<file path="src/rtl/alu_req_arbiter.sv">
// Round-robin front end that lets NUM_REQ control units share one combinational ALU.
// Each accepted op is registered onto the ALU, its result is captured a cycle later, and it is returned tagged with the requester id.
module alu_req_arbiter #(
  parameter int NUM_REQ = 2,
  parameter int ID_W    = 3,
  parameter int CNT_W   = 16
) (
  input  logic                 clk,
  input  logic                 reset,
  input  logic [NUM_REQ-1:0]   req_valid,
  output logic [NUM_REQ-1:0]   req_ready,
  input  logic [NUM_REQ*8-1:0] req_a,
  input  logic [NUM_REQ*8-1:0] req_b,
  input  logic [NUM_REQ*4-1:0] req_sel,
  output logic [7:0]           alu_a,
  output logic [7:0]           alu_b,
  output logic [3:0]           alu_sel,
  input  logic [7:0]           alu_out,
  input  logic                 alu_carry,
  output logic                 rsp_valid,
  input  logic                 rsp_ready,
  output logic [7:0]           rsp_data,
  output logic                 rsp_carry,
  output logic [ID_W-1:0]      rsp_id,
  output logic                 busy,
  output logic [CNT_W-1:0]     op_count
);

  typedef enum logic [1:0] {
    IDLE = 2'd0,
    EXEC = 2'd1,
    RESP = 2'd2
  } state_t;

  localparam logic [ID_W-1:0] LAST_GRANT_INIT = ID_W'(NUM_REQ - 1);

  state_t             state;
  state_t             state_nxt;
  logic [ID_W-1:0]    last_grant;
  logic [ID_W-1:0]    grant_idx;
  logic [NUM_REQ-1:0] grant_onehot;
  logic               grant_found;

  // Search starts just after the previous winner, so every requester gets a turn.
  always_comb begin
    int idx;
    idx          = 0;
    grant_onehot = '0;
    grant_idx    = '0;
    grant_found  = 1'b0;
    for (int i = 1; i <= NUM_REQ; i++) begin
      idx = int'(last_grant) + i;
      if (idx >= NUM_REQ) idx = idx - NUM_REQ;
      if (!grant_found && req_valid[idx]) begin
        grant_found       = 1'b1;
        grant_idx         = idx[ID_W-1:0];
        grant_onehot[idx] = 1'b1;
      end
    end
  end

  assign req_ready = (state == IDLE && !reset) ? grant_onehot : '0;
  assign busy      = (state != IDLE);

  always_comb begin
    state_nxt = state;
    case (state)
      IDLE:    if (grant_found) state_nxt = EXEC;
      EXEC:    state_nxt = RESP;
      RESP:    if (rsp_ready) state_nxt = IDLE;
      default: state_nxt = IDLE;
    endcase
  end

  always_ff @(posedge clk or posedge reset) begin
    if (reset) begin
      state <= IDLE;
    end else begin
      state <= state_nxt;
    end
  end

  // alu_* only change on a grant, so they stay put while a response is stalled.
  always_ff @(posedge clk or posedge reset) begin
    if (reset) begin
      last_grant <= LAST_GRANT_INIT;
      alu_a      <= '0;
      alu_b      <= '0;
      alu_sel    <= '0;
      rsp_id     <= '0;
      rsp_valid  <= 1'b0;
      rsp_data   <= '0;
      rsp_carry  <= 1'b0;
      op_count   <= '0;
    end else begin
      case (state)
        IDLE: begin
          if (grant_found) begin
            alu_a      <= req_a[int'(grant_idx)*8 +: 8];
            alu_b      <= req_b[int'(grant_idx)*8 +: 8];
            alu_sel    <= req_sel[int'(grant_idx)*4 +: 4];
            rsp_id     <= grant_idx;
            last_grant <= grant_idx;
          end
        end
        EXEC: begin
          rsp_data  <= alu_out;
          rsp_carry <= alu_carry;
          rsp_valid <= 1'b1;
        end
        RESP: begin
          if (rsp_ready) begin
            rsp_valid <= 1'b0;
            op_count  <= op_count + CNT_W'(1);
          end
        end
        default: ;
      endcase
    end
  end

endmodule

</file>
<file path="config.mk">
export PLATFORM = sky130hd
export DESIGN_NAME = alu_req_arbiter
export DESIGN_NICKNAME = d
export VERILOG_FILES = /design/src/rtl/alu_req_arbiter.sv
export SDC_FILE = /design/constraint.sdc
export NUM_CORES = 1
export LEC_CHECK = 0
export BUFFER_PORTS_ARGS = -buffer_cell sky130_fd_sc_hd__clkbuf_2
export CAP_MARGIN = 5
export CORE_MARGIN = 3
export CORE_UTILIZATION = 30
export DETAILED_ROUTE_END_ITERATION = 8
export GPL_TIMING_DRIVEN = 0
export PLACE_DENSITY = 0.61
export SLEW_MARGIN = 25
export SYNTH_ARGS = -nofsm -noshare
export SYNTH_HDL_FRONTEND = slang
export SYNTH_SLANG_ARGS = --single-unit
</file>
<file path="constraint.sdc">
create_clock -name clk -period 5.1 [get_ports clk]
set_input_delay 0.255 -clock clk [delete_from_list [all_inputs] [get_ports clk]]
set_output_delay 0.255 -clock clk [all_outputs]
set_load 0.005 [all_outputs]
</file>
### Yosys cells after proc, flatten, opt, wreduce, memory -nomap -nowiden

Index checks and enable logic that the tools add are counted.

| operators by class | value |
|---|---|
| add/sub/neg operators | 5 |
| multiply operators | 0 |
| divide/modulo/power cells | 0 |
| magnitude comparators | 6 |
| equal/unequal tests | 4 |
| shift operators | 3 |
| muxes and demuxes | 24 |
| bitwise logic cells | 1 |
| reductions and logical operators | 13 |

Operators with widths:

| operator | number |
|---|---|
| $ge 32x1->1 const B | 2 |
| $lt 32x3->1 const B | 2 |
| $mux 32 | 2 |
| $shiftx 16x7->8 | 2 |
| $add 16x1->16 const B | 1 |
| $mux 1 | 11 |
| $mux 2 | 5 |
| $sub 4x2->5 const B | 2 |
| $ge 4x2->1 const B | 2 |
| $reduce_and 2->1 | 4 |
| $shiftx 8x6->4 | 1 |
| $mux 3 | 2 |
| $pmux 2 s3 | 1 |
| $add 3x1->4 const B | 1 |
| $add 3x2->4 const B | 1 |
| $logic_and 1x1->1 | 4 |
| $ne 2x2->1 const B | 2 |
| $reduce_bool 2->1 | 2 |
| $demux 1 s1 | 2 |
| $eq 2x1->1 const B | 1 |
| $eq 2x2->1 const B | 1 |
| $logic_not 1->1 | 2 |
| $logic_not 2->1 | 1 |
| $or 2x2->2 | 1 |
| $pmux 1 s2 | 1 |

| storage, ports and cells | value |
|---|---|
| flip-flop bits (word level) | 54 |
| latch bits | 0 |
| memory bits (writable) | 0 |
| memory bits (read-only) | 0 |
| bits of input ports | 54 |
| memories kept | 0 |

### Logic depth before layout (Yosys ltp)

| logic depth | value |
|---|---|
| depth after elaboration | 12 |
| mapped depth | 11 |
| mapped depth without buffers | 9 |

### Least setup slack after synthesis

No wires, ideal clock.

| timing path | value |
|---|---|
| path type | register to register |
| start | reg last_grant[0] |
| end | reg alu_a[0] |
| library setup time | 0.104 ns |
| arrival | 2.266 ns |
| slack | 2.731 ns |
| stages on the path, launching flop included | 12 |
| buffers on the path | 2 |
| cells stage by stage | dfstp_2 buf_6 inv_1 ha_1 inv_1 ha_1 ha_1 a21oi_1 a21oi_2 o221ai_2 buf_6 o41ai_2 |

| between the ends | value |
|---|---|
| word-level cells in the longest chain between the ends | 11 |
| elaborated cells on any way between the ends | 22 |
| those cells by class | add/sub (4); order compare (2); shift (1); mux (12); reduce/logical (3) |

RTL lines:

| what | RTL line | source |
|---|---|---|
| start, declared | 39 | `logic [ID_W-1:0] last_grant;` |
| start signal, assigned | 103 | `last_grant <= grant_idx;` |
| $add 3x1->4 | 52 | `idx = int'(last_grant) + i;` |
| $sub 4x2->5 or $ge 4x2->1 (tied branches) | 53 | `if (idx >= NUM_REQ) idx = idx - NUM_REQ;` |
| $mux 32 | 53 |  |
| $mux 1 (not written as such) (3 in a row) | 54 | `if (!grant_found && req_valid[idx]) begin` |
| $mux 1 | 54 |  |
| $logic_not 1->1 | 54 |  |
| $logic_and 1x1->1 | 54 |  |
| $mux 3 or $mux 1 (tied branches) | 54 |  |
| $shiftx 16x7->8 or $reduce_and 2->1 (tied branches) | n/a |  |
| end signal, assigned | 99 | `alu_a <= req_a[int'(grant_idx)*8 +: 8];` |
| end, declared | 15 | `output logic [7:0] alu_a,` |

Parallel ways exist; a longest one is shown, timed or not. The select of a mux whose other input is x is not followed.
A chain may end at the register's enable or synchronous reset.

### Worst setup path after layout

| timing path | value |
|---|---|
| start | reg last_grant[0] |
| end | out req_ready[0] |

| between the ends | value |
|---|---|
| word-level cells in the longest chain between the ends | 11 |
| elaborated cells on any way between the ends | 31 |
| those cells by class | add/sub (4); order compare (6); mux (16); bitwise (1); reduce/logical (4) |

RTL lines:

| what | RTL line | source |
|---|---|---|
| $add 3x1->4 | 52 |  |
| $sub 4x2->5 or $ge 4x2->1 (tied branches) | 53 |  |
| $mux 32 | 53 |  |
| $ge 32x1->1 (not written as such), or another cell as far along | 57 | `grant_onehot[idx] = 1'b1;` |
| $logic_and 1x1->1 (not written as such) or $mux 1 (tied branches) | 57, 54 |  |
| $mux 1, on equally long branches | 57, 54 |  |
| $demux 1 s1 or $mux 1 (tied branches) | 57, 54 |  |
| $mux 2 or $logic_not 1->1 (tied branches) | 54 |  |
| $or 2x2->2 (no source line) or $logic_and 1x1->1 (tied branches) | n/a |  |
| $mux 2 * | 54 |  |
| $mux 2 * | 62 | `assign req_ready = (state == IDLE && !reset) ? grant_onehot : '0;` |
| end, declared | 11 | `output logic [NUM_REQ-1:0] req_ready,` |

Every way passes the cells marked *; elsewhere a longest branch is shown, timed or not. The select of a mux whose other input is x is not followed.

==> results.sh <==
export IMPL_status="complete, but fails checks"
export IMPL_violations="hold timing"
export IMPL_clock_sinks=52
export IMPL_clk_latency_ns=0.31
export IMPL_synth_main_ff_cell="dfrtp_1"
export IMPL_ys_ff_latch=52
export IMPL_die_y_um=104.0
export IMPL_fin_hold_ws_ns=-0.001956
export IMPL_synth_common_cells="dfrtp_1, nand2_1, mux2i_1"
export IMPL_syn_to_final_growth_pct=28.73
export IMPL_synth_area_mux_share=0.1146
export IMPL_totalWireLength_mm=6.936
export IMPL_cts_setup_buffers=0
export IMPL_crit_buf_inv=4
export IMPL_routed_via_count=2227
export IMPL_placedCellCount=475
export IMPL_setup_viol=0
export IMPL_hold_viol=5
export IMPL_crit_chain="buf_6 -> inv_1 -> ha_1 -> inv_1 -> ha_1 -> ha_1 -> o21a_2 -> xnor2_1 -> a31oi_1 -> nor3_1 -> clkbuf_2"
export IMPL_drtPass1Iterations=4
export IMPL_maxCapViolCount=0
export IMPL_p_switching_uw=819.4
export IMPL_avgSynthCellArea_um2=12.01
export IMPL_n_antenna_cell=0
export IMPL_p_leak_uw=0.001896
export IMPL_hp_class="input port to async pin"
export IMPL_pin_count=106
export IMPL_nNetsFinal=417
export IMPL_cts_max_level=2
export IMPL_antenna_left=0
export IMPL_grt_max_degree=53
export IMPL_rsz0062_at_grt="no"
export IMPL_fmax_mhz=353.7
export IMPL_cp_top_family="adder cells"
export IMPL_fin_cells=483
export IMPL_yosysTopAreaCell="dfrtp_1"
export IMPL_pwr_share_comb=0.529
export IMPL_antenna_found_initial=0
export IMPL_cts_resized=0
export IMPL_cts_tree="built"
export IMPL_finalSetupTns_ns=0
export IMPL_ir_worst_vdd_uv=224.5
export IMPL_dieArea_um2=10820
export IMPL_synthXorXnorAreaFrac=0.05990
export IMPL_drt_initial_drc_count=34
export IMPL_place_gp_congestion=0.7650
export IMPL_p_clk_frac=0.147
export IMPL_synth_compound_area_frac=0.1697
export IMPL_required_ns=4.85
export IMPL_ys_types=50
export IMPL_p_per_area_nw_per_um2=545.1
export IMPL_post_drt_wl_per_cell_um=14.36
export IMPL_cts_max_path_buffers=2
export IMPL_synthAdderAreaFrac=0.04340
export IMPL_synth_nets=304
export IMPL_internal_power_uw=1204
export IMPL_slew_violations=0
export IMPL_core_area_um2=9284
export IMPL_sw_frac_of_total=0.4050
export IMPL_fin_skew_ns=0.009203
export IMPL_synth_edff_count=0
export IMPL_max_stage_delay_ns=0.57
export IMPL_tightest_slew_ns=0.5355
export IMPL_cts_root_buf="clkbuf_8"
export IMPL_critPathArrivalTime_ns=2.57
export IMPL_synth_warnings=0
export IMPL_fin_crit_sh=0.5544
export IMPL_finalCriticalPeriod_ns=2.828
export IMPL_io_buffers=105
export IMPL_postCtsHoldBufs=0
export IMPL_drive_gt1_frac=0.4831
export IMPL_critical_path_most_common_cell="ha_1"
export IMPL_initial_utilization=0.3105
export IMPL_yosysMostFrequentCell="dfrtp_1"
export IMPL_crit_path_end_kind="output pin"
export IMPL_cp_max_fo=10
export IMPL_clk_pin_slew_ns=0.10
export IMPL_seq_power_share=0.324
export IMPL_fp_row_count=35
export IMPL_max_slew_margin_rel=0.6430
export IMPL_synth_top_family_by_area="compound AO/OA/AOI/OAI gates"
export IMPL_synth_simple_area_share=0.1120
export IMPL_route_detailed_drc=0
export IMPL_cp_start_kind="register"
export IMPL_synth_area_um2=2883
export IMPL_synthArstFlopShare=1.000
export IMPL_viasPerCell=4.611
export IMPL_critical_path_slowest_cell="dfstp_2"
export IMPL_r2r_setup_slack_ns=2.45
export IMPL_critPathKind="register to output pin"
export IMPL_netlist_instances=240
export IMPL_dp_hpwl_mm=5.083
export IMPL_grt_pass1_vias=2251
export IMPL_grt_pass1_wl_mm=11.58
export IMPL_overflow=0
export IMPL_ys_seq_area_frac=0.4518
export IMPL_track_usage=0.1303
export IMPL_cts_buffers=5
export IMPL_die_x_um=104.0
export IMPL_synth_top_area_share=0.4427
export IMPL_synth_area_leaders="dfrtp_1, o41ai_2, mux2i_1"
==> power groups by stage <==
stage,Clock (µW),Sequential [µW],Combinational (µW)
2_1_floorplan,0,657,758
3_3_place_gp,0,660,1060
5_1_grt,325,678,1180
3_5_place_dp,0,662,1090
4_1_cts,308,657,1090
6_report,298,655,1070
==> layer usage <==
| metal | vias up | part of all wire | routed length, µm | GRT usage |
|---|---|---|---|---|
| met5 | - | 0 | 0 | 0 |
| met4 | 0 | 0.011 | 74 | 0.03229 |
| met3 | 6 | 0.064 | 444 | 0.03290 |
| met2 | 69 | 0.47 | 3261 | 0.2191 |
| met1 | 1080 | 0.45 | 3155 | 0.1679 |
| li1 | 1072 | - | - | - |
==> stage by stage <==
stage | utilization | setup slack, ns | cell area [µm²] | power, µW | hold WS (ns)
2_1_floorplan | - | 2.731 | 2883 | 1415 | 0.3179
3_3_place_gp | 0.3845 | 2.543 | 3570 | 1718 | 0.4591
3_5_place_dp | 0.3877 | 2.465 | 3600 | 1750 | 0.3520
4_1_cts | 0.3997 | 2.244 | 3711 | 2057 | 0.006723
5_1_grt | 0.3997 | 2.033 | 3711 | 2182 | 0.03094
6_report | 0.3997 | 2.272 | 3711 | 2023 | -0.001956
==> layout by cell type, fill, tap and decap left out, types with 3 or more instances in the layout <==
master	n
clkbuf_2	105
dfrtp_1	51
nand2_1	38
mux2i_1	20
o41ai_2	19
xnor2_1	12
ha_1	10
mux2_2	9
and3_1	6
inv_1	6
nor2_1	5
buf_6	5
clkbuf_8	5
buf_2	4
xor2_1	4
a21oi_1	3
clkbuf_1	3
buf_4	3
==> sequential cells by signal, indices dropped and copies added, names as in the netlist, 2 cells and up <==
register	flops
alu_a	8
alu_b	8
rsp_data	8
state	2
op_count	16
alu_sel	4
rsp_id	3
==> tightest hold or removal path, stage by stage <==
cell and delay, ns:
clkbuf_2 0.12, inv_4 0.07, buf_16 0.25
==> layout make-up <==
cell class	count	area [µm²]
fillers	953	5573
repair buffers	106	553.0
flip-flops and latches	52	1303
inverters	9	36.28
well taps	129	161.4
clock buffers	6	72.57
multi-input cells	165	1440
plain buffers	14	106.4
clock inverters	2	38.79
==> kinds of logic after synthesis <==
group | count (synthesis)
muxes | 31
DFF | 52
buffers and inverters | 23
and+or+nand+nor | 66
AOI/OAI and AO/OA | 40
adders and majority gates | 10
xor gates and xnor gates | 18
==> worst paths after layout <==
check / depth (start not counted) / start / endpoint
min: 3 / reset / alu_b[4]
max reg2reg: 11 / last_grant[0] / alu_b[2]
max in group asynchronous: 3 / reset / last_grant[0]
max: 11 / last_grant[0] / req_ready[0]
min in group clk: 2 / alu_out[6] / rsp_data[6]
min reg2reg: 1 / op_count[15] / op_count[15]
Power figures use the tool's default switching activity.
